===== src/rtl/block_mux_nx1_reg.sv =====
// block_mux_nx1_reg: registered N:1 bus mux with direct or
// round-robin channel select and valid/ready on both sides.
module block_mux_nx1_reg #(
  parameter int WIDTH  = 8,
  parameter int NUM_CH = 4,
  parameter int SEL_W  = 2
) (
  input  logic                    i_clk,
  input  logic                    i_rst,
  input  logic                    i_mode,
  input  logic [SEL_W-1:0]        i_sel,
  input  logic [NUM_CH*WIDTH-1:0] i_data,
  input  logic [NUM_CH-1:0]       i_valid,
  output logic [NUM_CH-1:0]       o_ready,
  output logic [WIDTH-1:0]        o_data,
  output logic [SEL_W-1:0]        o_ch,
  output logic                    o_valid,
  input  logic                    i_ready
);

  localparam logic [SEL_W:0]   NCH  = (SEL_W+1)'(NUM_CH);
  localparam logic [SEL_W-1:0] LAST = SEL_W'(NUM_CH-1);

  logic [SEL_W-1:0] rr_ptr;
  logic             load_en;
  logic             sel_ok;
  logic             rr_hit;
  logic [SEL_W-1:0] rr_grant;
  logic             grant_vld;
  logic [SEL_W-1:0] grant;
  logic [WIDTH-1:0] grant_data;
  logic             xfer;

  assign load_en = !o_valid || i_ready;
  assign sel_ok  = {1'b0, i_sel} < NCH;

  // Descending scan so the smallest offset from rr_ptr wins.
  always_comb begin : rr_search
    logic [SEL_W:0] idx;
    idx      = '0;
    rr_hit   = 1'b0;
    rr_grant = '0;
    for (int i = NUM_CH - 1; i >= 0; i--) begin
      idx = {1'b0, rr_ptr} + (SEL_W+1)'(i);
      if (idx >= NCH) idx = idx - NCH;
      if (i_valid[idx[SEL_W-1:0]]) begin
        rr_hit   = 1'b1;
        rr_grant = idx[SEL_W-1:0];
      end
    end
  end

  always_comb begin : grant_sel
    grant_vld = 1'b0;
    grant     = '0;
    if (i_mode) begin
      grant_vld = rr_hit;
      grant     = rr_grant;
    end else begin
      grant_vld = sel_ok;
      grant     = i_sel;
    end
  end

  always_comb begin : ready_gen
    o_ready = '0;
    if (!i_rst && grant_vld && load_en)
      o_ready[grant] = 1'b1;
  end

  assign xfer = |(o_ready & i_valid);

  always_comb begin : data_sel
    grant_data = '0;
    for (int k = 0; k < NUM_CH; k++) begin
      if (grant == SEL_W'(k))
        grant_data = i_data[k*WIDTH +: WIDTH];
    end
  end

  always_ff @(posedge i_clk or posedge i_rst) begin
    if (i_rst) begin
      o_valid <= 1'b0;
      o_data  <= '0;
      o_ch    <= '0;
      rr_ptr  <= '0;
    end else if (xfer) begin
      o_valid <= 1'b1;
      o_data  <= grant_data;
      o_ch    <= grant;
      if (i_mode)
        rr_ptr <= (grant == LAST) ? '0 : grant + 1'b1;
    end else if (i_ready) begin
      o_valid <= 1'b0;
    end
  end

endmodule


===== config.mk =====
export PLATFORM = sky130hd
export DESIGN_NAME = block_mux_nx1_reg
export DESIGN_NICKNAME = d
export VERILOG_FILES = /design/src/rtl/block_mux_nx1_reg.sv
export SDC_FILE = /design/constraint.sdc
export NUM_CORES = 1
export LEC_CHECK = 0
export BUFFER_PORTS_ARGS = -buffer_cell sky130_fd_sc_hd__buf_2
export CAP_MARGIN = 20
export CORE_MARGIN = 3
export CORE_UTILIZATION = 47
export DETAILED_ROUTE_END_ITERATION = 8
export PLACE_DENSITY = 0.85
export SLEW_MARGIN = 15
export SYNTH_ARGS = -nofsm -noshare
export SYNTH_HDL_FRONTEND = slang
export SYNTH_SLANG_ARGS = --single-unit

===== constraint.sdc =====
create_clock -name i_clk -period 7.32 [get_ports i_clk]
set_clock_uncertainty 0.05 [all_clocks]
set_input_delay 0.732 -clock i_clk [delete_from_list [all_inputs] [get_ports i_clk]]
set_output_delay 0.732 -clock i_clk [all_outputs]
set_load 0.005 [all_outputs]

Word level (Yosys, flattened, before mapping)
Cells that the tools add are included.

word-level totals
  register bits = 13
  output and inout port bits = 15

operators by class
  add/sub/neg operators = 8
  $lt $le $gt $ge = 10
  eq/ne operators = 3
  muxes and demuxes = 32
  bitwise gates (word level) = 1
  reductions and logical operators = 10

operator list
  operator                                                           count
  2-to-1 mux 8 bit                                                   4
  2-to-1 mux 2 bit                                                   10
  less-than comparator 2 x 3 -> 1 bit, second input constant         5
  2-to-1 mux 1 bit                                                   12
  greater-or-equal comparator 3 bit, second input constant           3
  binary-select mux 1 bit (select 2 bit)                             4
  subtractor 2 x 1 -> 2 bit, second input constant                   4
  adder 2 x 2 -> 3 bit, second input constant                        2
  bitwise AND 4 bit                                                  1
  == test 2 bit, second input constant                               2
  2-to-1 mux 4 bit                                                   1
  OR reduction 4 bit                                                 1
  adder 2 x 1 -> 3 bit, second input constant                        1
  greater-or-equal comparator 2 x 3 -> 1 bit, second input constant  1
  logical AND 1 bit                                                  3
  adder 2 x 1 -> 2 bit, second input constant                        1
  demux 1 bit (select 2 bit)                                         1
  == test 2 x 1 -> 1 bit, second input constant                      1
  greater-or-equal comparator 2 x 1 -> 1 bit, second input constant  1
  logical NOT 1 bit                                                  2
  logical NOT 2 bit                                                  1
  AND reduction 2 bit                                                1
  nonzero test 2 bit                                                 1
  logical OR 1 bit                                                   1

Logic depth before layout (Yosys ltp)
Gate-level depths: netlist (run 1).

  word-level depth = 18
  gate-level depth with buffers = 11
  depth with buffers taken out = 9

Worst setup path before layout (run 1)
No wires, ideal clock.

  path kind = input-to-output
  start point = in i_valid[3]
  end point = out o_ready[3]
  arrival time = 2.264 ns
  required time = 6.538 ns
  slack = 4.274 ns
  stages = 8
  buffers on the path = 2
  cells stage by stage = inv_1 a221o_1 a31o_2 inv_1 ha_1 clkbuf_1 clkbuf_1 and2_1

between the ends
  word-level cells in the longest chain between the ends = 12

ends and longest elaborated chain
  element                                                                                                                         line  text
  start: declaration                                                                                                              13    input logic [NUM_CH-1:0] i_valid,
  binary-select mux 1 bit (select 2 bit)                                                                                          46    if (i_valid[idx[SEL_W-1:0]]) begin
  2-to-1 mux 1 bit (not written as such)                                                                                          46
  2-to-1 mux 2 bit (3 in series)                                                                                                  46
  2-to-1 mux 2 bit (*)                                                                                                            46
  2-to-1 mux 2 bit (*)                                                                                                            56    if (i_mode) begin
  via grant[0]                                                                                                                    30    logic [SEL_W-1:0] grant;
  less-than comparator 2 x 3 -> 1 bit (not written as such) / greater-or-equal comparator 2 x 1 -> 1 bit (equally long branches)  68    o_ready[grant] = 1'b1;
  logical AND 1 bit (not written as such)                                                                                         68
  2-to-1 mux 1 bit (not written as such)                                                                                          68
  demux 1 bit (select 2 bit) (*)                                                                                                  68
  2-to-1 mux 4 bit (*)                                                                                                            67    if (!i_rst && grant_vld && load_en)
  end: declaration                                                                                                                14    output logic [NUM_CH-1:0] o_ready,

The timed path passes the listed nets; every way through them passes the cells marked *. The select of a mux whose other input is x is not followed.

Final worst setup path (run 1)
  start point = in i_mode
  end point = out o_ready[3]

between the ends
  word-level cells in the longest chain between the ends = 6

ends and longest elaborated chain
  element                                                                                                                         line  text
  start: declaration                                                                                                              10    input logic i_mode,
  2-to-1 mux 2 bit (*)                                                                                                            56
  via grant[1]                                                                                                                    30
  less-than comparator 2 x 3 -> 1 bit (not written as such) / greater-or-equal comparator 2 x 1 -> 1 bit (equally long branches)  68
  logical AND 1 bit (not written as such)                                                                                         68
  2-to-1 mux 1 bit (not written as such)                                                                                          68
  demux 1 bit (select 2 bit) (*)                                                                                                  68
  2-to-1 mux 4 bit (*)                                                                                                            67

The timed path passes the listed nets; every way through them passes the cells marked *.

==> out/metrics.cfg, run 1 <==
[timing]
fin_crit_sh_pct=45.8
finalSetupViolations=0
rsz0062_at_grt=no
tns_ns=0
hold_viol_final=0
slew-limit-headroom_pct=60.0
maxSlewViolCount=0
fmax_ghz=0.298
worst_pin_slew_ns=0.601
fin_crit_ns=3.35

[clock_network]
cts_htree_levels=1
cts_buffers=3
insertion_delay_ns=0.27
cts_setup_buffers=0
cts_resized=0
cts_tree=built
cts.path.max_buffers=2
ctsHoldBuffers=0
clock-sinks=13
clk_pin_slew_ns=0.07
cts-root-buf=clkbuf_4

[placement]
portBuffers=56
place_congestion=0.809
dp_hpwl_um=2060
placed_cell_area_um2=1290

[pwr]
combPwrFrac_pct=55.6
ir_drop_v=0.000142
internal_power_uw=240
seqPwrFrac_pct=33.2
power_density_nw_per_um2=288
p_sw_share_pct=36.8
leakage_nw=0.703
p_sw_uw=140
pwr-share-clk_pct=11.2

[global_route]
globalRouteMet1Util_pct=27.2
grt-busiest-layer=met2
grt_use_total_pct=19.0
grt_use_met3_pct=0.285
grt_first_pass_wirelength_um=3990
grt_pass1_vias=897
grt.overflow.total=0
antenna_found_initial=0
grtUsageMet2_pct=30.6
grt_max_degree=20

[run_status]
status=completed

[yosys]
ys_seq_area_share_pct=32.3
yosysTopAreaCell=dfrtp_1
ys_top_cells_by_count=dfrtp_1, nor2b_1, inv_1, nand2_1, mux2_4
synth_seq_cells=13
avgSynthCellArea_um2=9.42
ys.flop_type=dfrtp_1
yosysWarnings=0
synth.distinct_cells=31
syn_nets=153
synth.area.top_cells=dfrtp_1, mux2_4, nor2b_1, a221oi_1, o31ai_1
synth-edff-count=0
syn_inst=107
synth_top_cell_area_share_pct=32.3
synth_area_um2=1010
yosysMostFrequentCell=dfrtp_1
async_flop_share_pct=100

[detailed_routing]
drt_pass1_iterations=4
via_per_inst=5.29
vias=995
drtAntennaViolNets=0
drc=0
wl_um=2590
dr.first_iter.drc_count=13
drt-wirelength-per-cell_um=13.8

[die]
die_y_um=52.3
ios=57
initial_core_util_pct=50.4
chipWidth_um=52.3
num_rows=16
core_area_um2=2000
die_area_um2=2740

[setup_path]
worst-r2r-cell-count=9
r2r_end=o_data[6]
endpoint=o_ready[3]
criticalPathCategory=input pin to primary output
cp.required_ns=6.54
cp-start-kind=input pin
crit_arrival_ns=2.57
max_stage_delay_ns=0.64
rrSetupSlack_ns=4.38
cp_max_fo=19
endpoint_kind=primary output
crit_slowest_cell=ha_1
cpMostUsedCell=buf_2
crit_start=i_mode
r2r_start=rr_ptr[1]
worstPathCellList=buf_2, nor2b_1, a31oi_1, nor3_1, ha_1, and2_1, buf_2

[cells_and_area]
antenna_cells=0
stdcell_area_um2=1320
nNetsFinal=208
syn2layout_area_growth_pct=30.6
drive_gt1_share_pct=45.3

[hold_path]
hp-class=input pin to async pin

[job]
maxCapViolCount=0

[per-stage QoR]
| step | setup WS (ns) | util, % | hold slack [ns] | total power [mW] | cells |
|---|---|---|---|---|---|
| after floorplan | 4.27 | - | 0.454 | 0.268 | 107 |
| after global placement | 4.12 | 64.5 | 0.440 | 0.329 | 184 |
| after detailed placement | 3.96 | 64.5 | 0.442 | 0.338 | 184 |
| after CTS | 4.01 | 65.8 | 0.445 | 0.383 | 188 |
| after global routing | 3.80 | 65.8 | 0.470 | 0.409 | 188 |
| final | 3.97 | 65.8 | 0.429 | 0.380 | 188 |
[power by group through the flow]
stage	Clock (mW)	Combinational (mW)	Sequential [mW]
floorplan	0	0.143	0.126
global placement	0	0.204	0.125
detailed placement	0	0.211	0.126
CTS	0.0444	0.212	0.126
global route	0.0463	0.233	0.130
finish	0.0427	0.211	0.126
[placed cells by master, fill, tap and decap left out, drive strengths merged, types with 3 or more instances in the layout]
cell / netlist / layout
a21oi: 3 / 3
a221oi: 7 / 7
and2: 4 / 4
buf: 2 / 56
clkbuf: 4 / 4
dfrtp: 13 / 13
ha: 4 / 4
inv: 9 / 9
mux2: 10 / 10
nand2: 10 / 10
nand2b: 3 / 3
nor2b: 11 / 11
o31ai: 7 / 7
[sequential cells by signal, indices dropped and copies added, names as in the netlist]
| register | flops |
|---|---|
| o_data | 8 |
| o_ch | 2 |
| rr_ptr | 2 |
| o_valid | 1 |
[cell families after synthesis]
family | share of synthesized area, %
and+or+nand+nor | 19.0
DFF | 32.3
adders and majority gates | 4.96
AOI/OAI and AO/OA | 22.2
muxes | 15.1
buffers and inverters | 6.45
[worst min-delay path by stage]
stage | depth (start not counted) | end | startpoint | slack [ns]
finish | 2 | o_data[1] | i_rst | 0.43
global route | 2 | o_ch[0] | i_rst | 0.47
CTS | 2 | o_ch[0] | i_rst | 0.45
detailed placement | 1 | o_data[5] | o_data[5] | 0.44
global placement | 1 | o_data[1] | o_data[1] | 0.44
floorplan | 1 | o_data[1] | o_data[1] | 0.45
[metal layers]
layer  routed length [um]  share of wire [%]  up-vias
met2                 1260                 49       29
li1                     -                  -      497
met4                   19               0.74        0
met3                  124                4.8        2
met1                 1180                 46      467
met5                    0                  0        -
[critical path: cells and delay by family]
family / cells / cell delay, ns
AND/OR/NAND/NOR: 3 / 0.90
buffers and inverters: 2 / 0.25
adder cells (fa/ha/maj): 1 / 0.64
AO/OA/AOI/OAI: 1 / 0.06
[final cells by class]
cell class                      instances  area [um^2]
Timing Repair Buffer                   56          280
Clock buffer                            4         26.3
Inverter                                9         33.8
Multi-Input combinational cell         79          618
Tap cell                               27         33.8
Fill cell                             172          684
Sequential cell                        13          325
No activity file was read; power rests on OpenSTA's default activity.
==> run 2: changes to the inputs <==
ABC_AREA = 1   (was not set)
CORE_ASPECT_RATIO = 0.5   (was not set)
CORE_UTILIZATION = 41   (was 47)
PLACE_DENSITY = 0.76   (was 0.85)
clock period = 2.9 ns   (was 7.32 ns; I/O delays follow)
==> run 2 against run 1 <==
  * First-iteration DRC count increased to 4.2 times the previous value
  * Flip-flop and latch count unchanged
  * Critical path depth increased by 5
  * Utilization decreased by 3.8 points
  * Highest routed layer unchanged
  * Area after synthesis increased by 14%
  * Sequential power increased to 2.6 times the previous value
  * Synthesized cell count increased by 69%
  * Setup slack got worse by 3.7 ns
  * Largest power group unchanged
  * Register-to-register slack got worse by 4.1 ns
  * Cell count increased by 45%
==> out/metrics.cfg, run 2 <==
[run_status]
status=completed

[timing]
tns_ns=0
fmax_ghz=0.381
setup_slack_ns=0.275
finalSetupViolations=0
fin_crit_ns=2.63
maxSlewViolCount=0
rsz0062_at_grt=no
worst_pin_slew_ns=0.482
slew-limit-headroom_pct=67.8
hold_viol_final=0
fin_crit_sh_pct=90.5

[placement]
portBuffers=56
dp_hpwl_um=2520
pre_cts_ws_ns=0.172
placed_cell_area_um2=1460
place_congestion=0.810

[yosys]
synth.distinct_cells=22
synth_seq_cells=13
synth.area.top_cells=dfrtp_1, nand2_1, o21ai_0, nand2_2, nand3_1
syn_nets=227
synth_top_cell_area_share_pct=28.3
ys.flop_type=dfrtp_1
synth-edff-count=0
async_flop_share_pct=100
yosysTopAreaCell=dfrtp_1
ys_top_cells_by_count=nand2_1, o21ai_0, dfrtp_1
ys_seq_area_share_pct=28.3
synth_area_um2=1150
yosysWarnings=0
yosysMostFrequentCell=nand2_1
syn_inst=181
avgSynthCellArea_um2=6.35

[cells_and_area]
top_register=o_data
largest_reg_flops=8
nNetsFinal=284
fillCellCount=251
stdcell_area_um2=1510
final_cell_mix=nand2_1, buf_2, o21ai_0
drive_gt1_share_pct=35.0
top_regs=o_data x8, o_ch x2, rr_ptr x2
mostFrequentLayoutCell=nand2_1
syn2layout_area_growth_pct=31.1
antenna_cells=0
final_util_pct=62.0

[die]
num_rows=12
die_y_um=43.4
die_area_um2=3510
ios=57
core_area_um2=2430
chipWidth_um=80.9
initial_core_util_pct=47.3

[setup_path]
r2r_start=rr_ptr[0]
cp_max_fo=14
endpoint=o_ready[2]
cp-start-kind=register
crit_start=rr_ptr[0]
endpoint_kind=primary output
criticalPathCategory=register to primary output
crit_arrival_ns=2.29
cp.required_ns=2.56
worst-r2r-cell-count=16
rrSetupSlack_ns=0.33
r2r_end=rr_ptr[0]

[clock_network]
clk_pin_slew_ns=0.05
cts.path.max_buffers=2
cts_buffers=3
ctsHoldBuffers=0
cts_tree=built
clock-sinks=13
insertion_delay_ns=0.25
cts_htree_levels=1
cts-root-buf=clkbuf_8

[global_route]
grt_first_pass_wirelength_um=5150
grt.overflow.total=0
grt_max_degree=19
grt_use_total_pct=18.7
antenna_found_initial=0
grt_pass1_vias=1184

[pwr]
ir_drop_v=0.000273
power_density_nw_per_um2=798
total_power_mw=1.20
leakage_nw=0.845

[detailed_routing]
vias=1335
drt_pass1_iterations=4
drc=0
wl_um=3040
via_per_inst=4.91
drtAntennaViolNets=0
dr.first_iter.drc_count=55
drt-wirelength-per-cell_um=11.2

[job]
maxCapViolCount=0

[hold_path]
hp-class=input pin to async pin

run 2: changes by cell type in the layout (fill, tap and decap cells not counted), moves of 8 or more:
| cell | previous run | this run |
|---|---|---|
| nor2b_1 | 11 | 0 |
| nand2_1 | 9 | 68 |
| o21ai_0 | 2 | 20 |
| nand2_2 | 1 | 10 |
| mux2_4 | 8 | 0 |
| nand3_1 | 0 | 12 |
run 2: area by class of cell:
class | count | area [um^2] | share of cell area (%)
multi-input combinational | 147 | 737 | 48.9
inverter | 14 | 52.6 | 3.49
clock buffer | 4 | 45.0 | 2.99
sequential | 13 | 327 | 21.7
tap | 35 | 43.8 | 2.90
timing repair buffer | 59 | 303 | 20.1
run 2: through the flow:
step                      instances  hold slack [ns]
final                           272           0.0130
after global routing            272           0.0482
after CTS                       272           0.0175
after detailed placement        268            0.286
after global placement          268            0.282
after floorplan                 181            0.117
run 2: how the worst min path moves through the flow:
stage / from / end / slack (ns) / cells past startpoint
final: i_rst / o_ch[1] / 0.01 / 2
after CTS: i_rst / o_ch[1] / 0.02 / 2
after global placement: i_rst / o_valid / 0.28 / 2
after floorplan: i_rst / o_ch[0] / 0.12 / 1
after detailed placement: i_rst / o_ch[1] / 0.29 / 2
after global routing: i_rst / o_ch[1] / 0.05 / 2
run 2: logic make-up (layout without fill, tap and decap cells):
kind of cell	Yosys count	in the layout	synth area share [%]
AO/OA/AOI/OAI	35	35	15.8
adder cells (fa/ha/maj)	4	4	4.35
buffers and inverters	21	77	7.83
flip-flops	13	13	28.3
AND/OR/NAND/NOR	108	108	43.7
run 2: power breakdown:
group	switching, mW	internal [mW]
Combinational	0.422	0.287
Clock	0.0644	0.0971
Sequential	0.0698	0.262
Total	0.557	0.646
run 2: per-layer routing:
layer	vias to the layer above	GRT usage, %	wire length (um)
met2	32	31.6	1530
met1	600	24.1	1330
li1	699	-	-
met3	4	4.36	146
met5	-	0	0
met4	0	5.05	30
run 2: worst max-delay path: stages (launching register included):
cell and delay (ns):
dfrtp_2 0.49, inv_2 0.09, nand2_1 0.06, nand2_1 0.10
o21ai_0 0.23, nand2_1 0.08, nand2_1 0.05, nand3_1 0.08
nand2_1 0.14, ha_2 0.31, inv_1 0.16, nor2_1 0.12
buf_2 0.12
run 2: what timing repair did:
action | CTS | global route
buffers inserted | 0 | 0
resized for setup | 0 | 4
setup endpoints to repair | 0 | 17
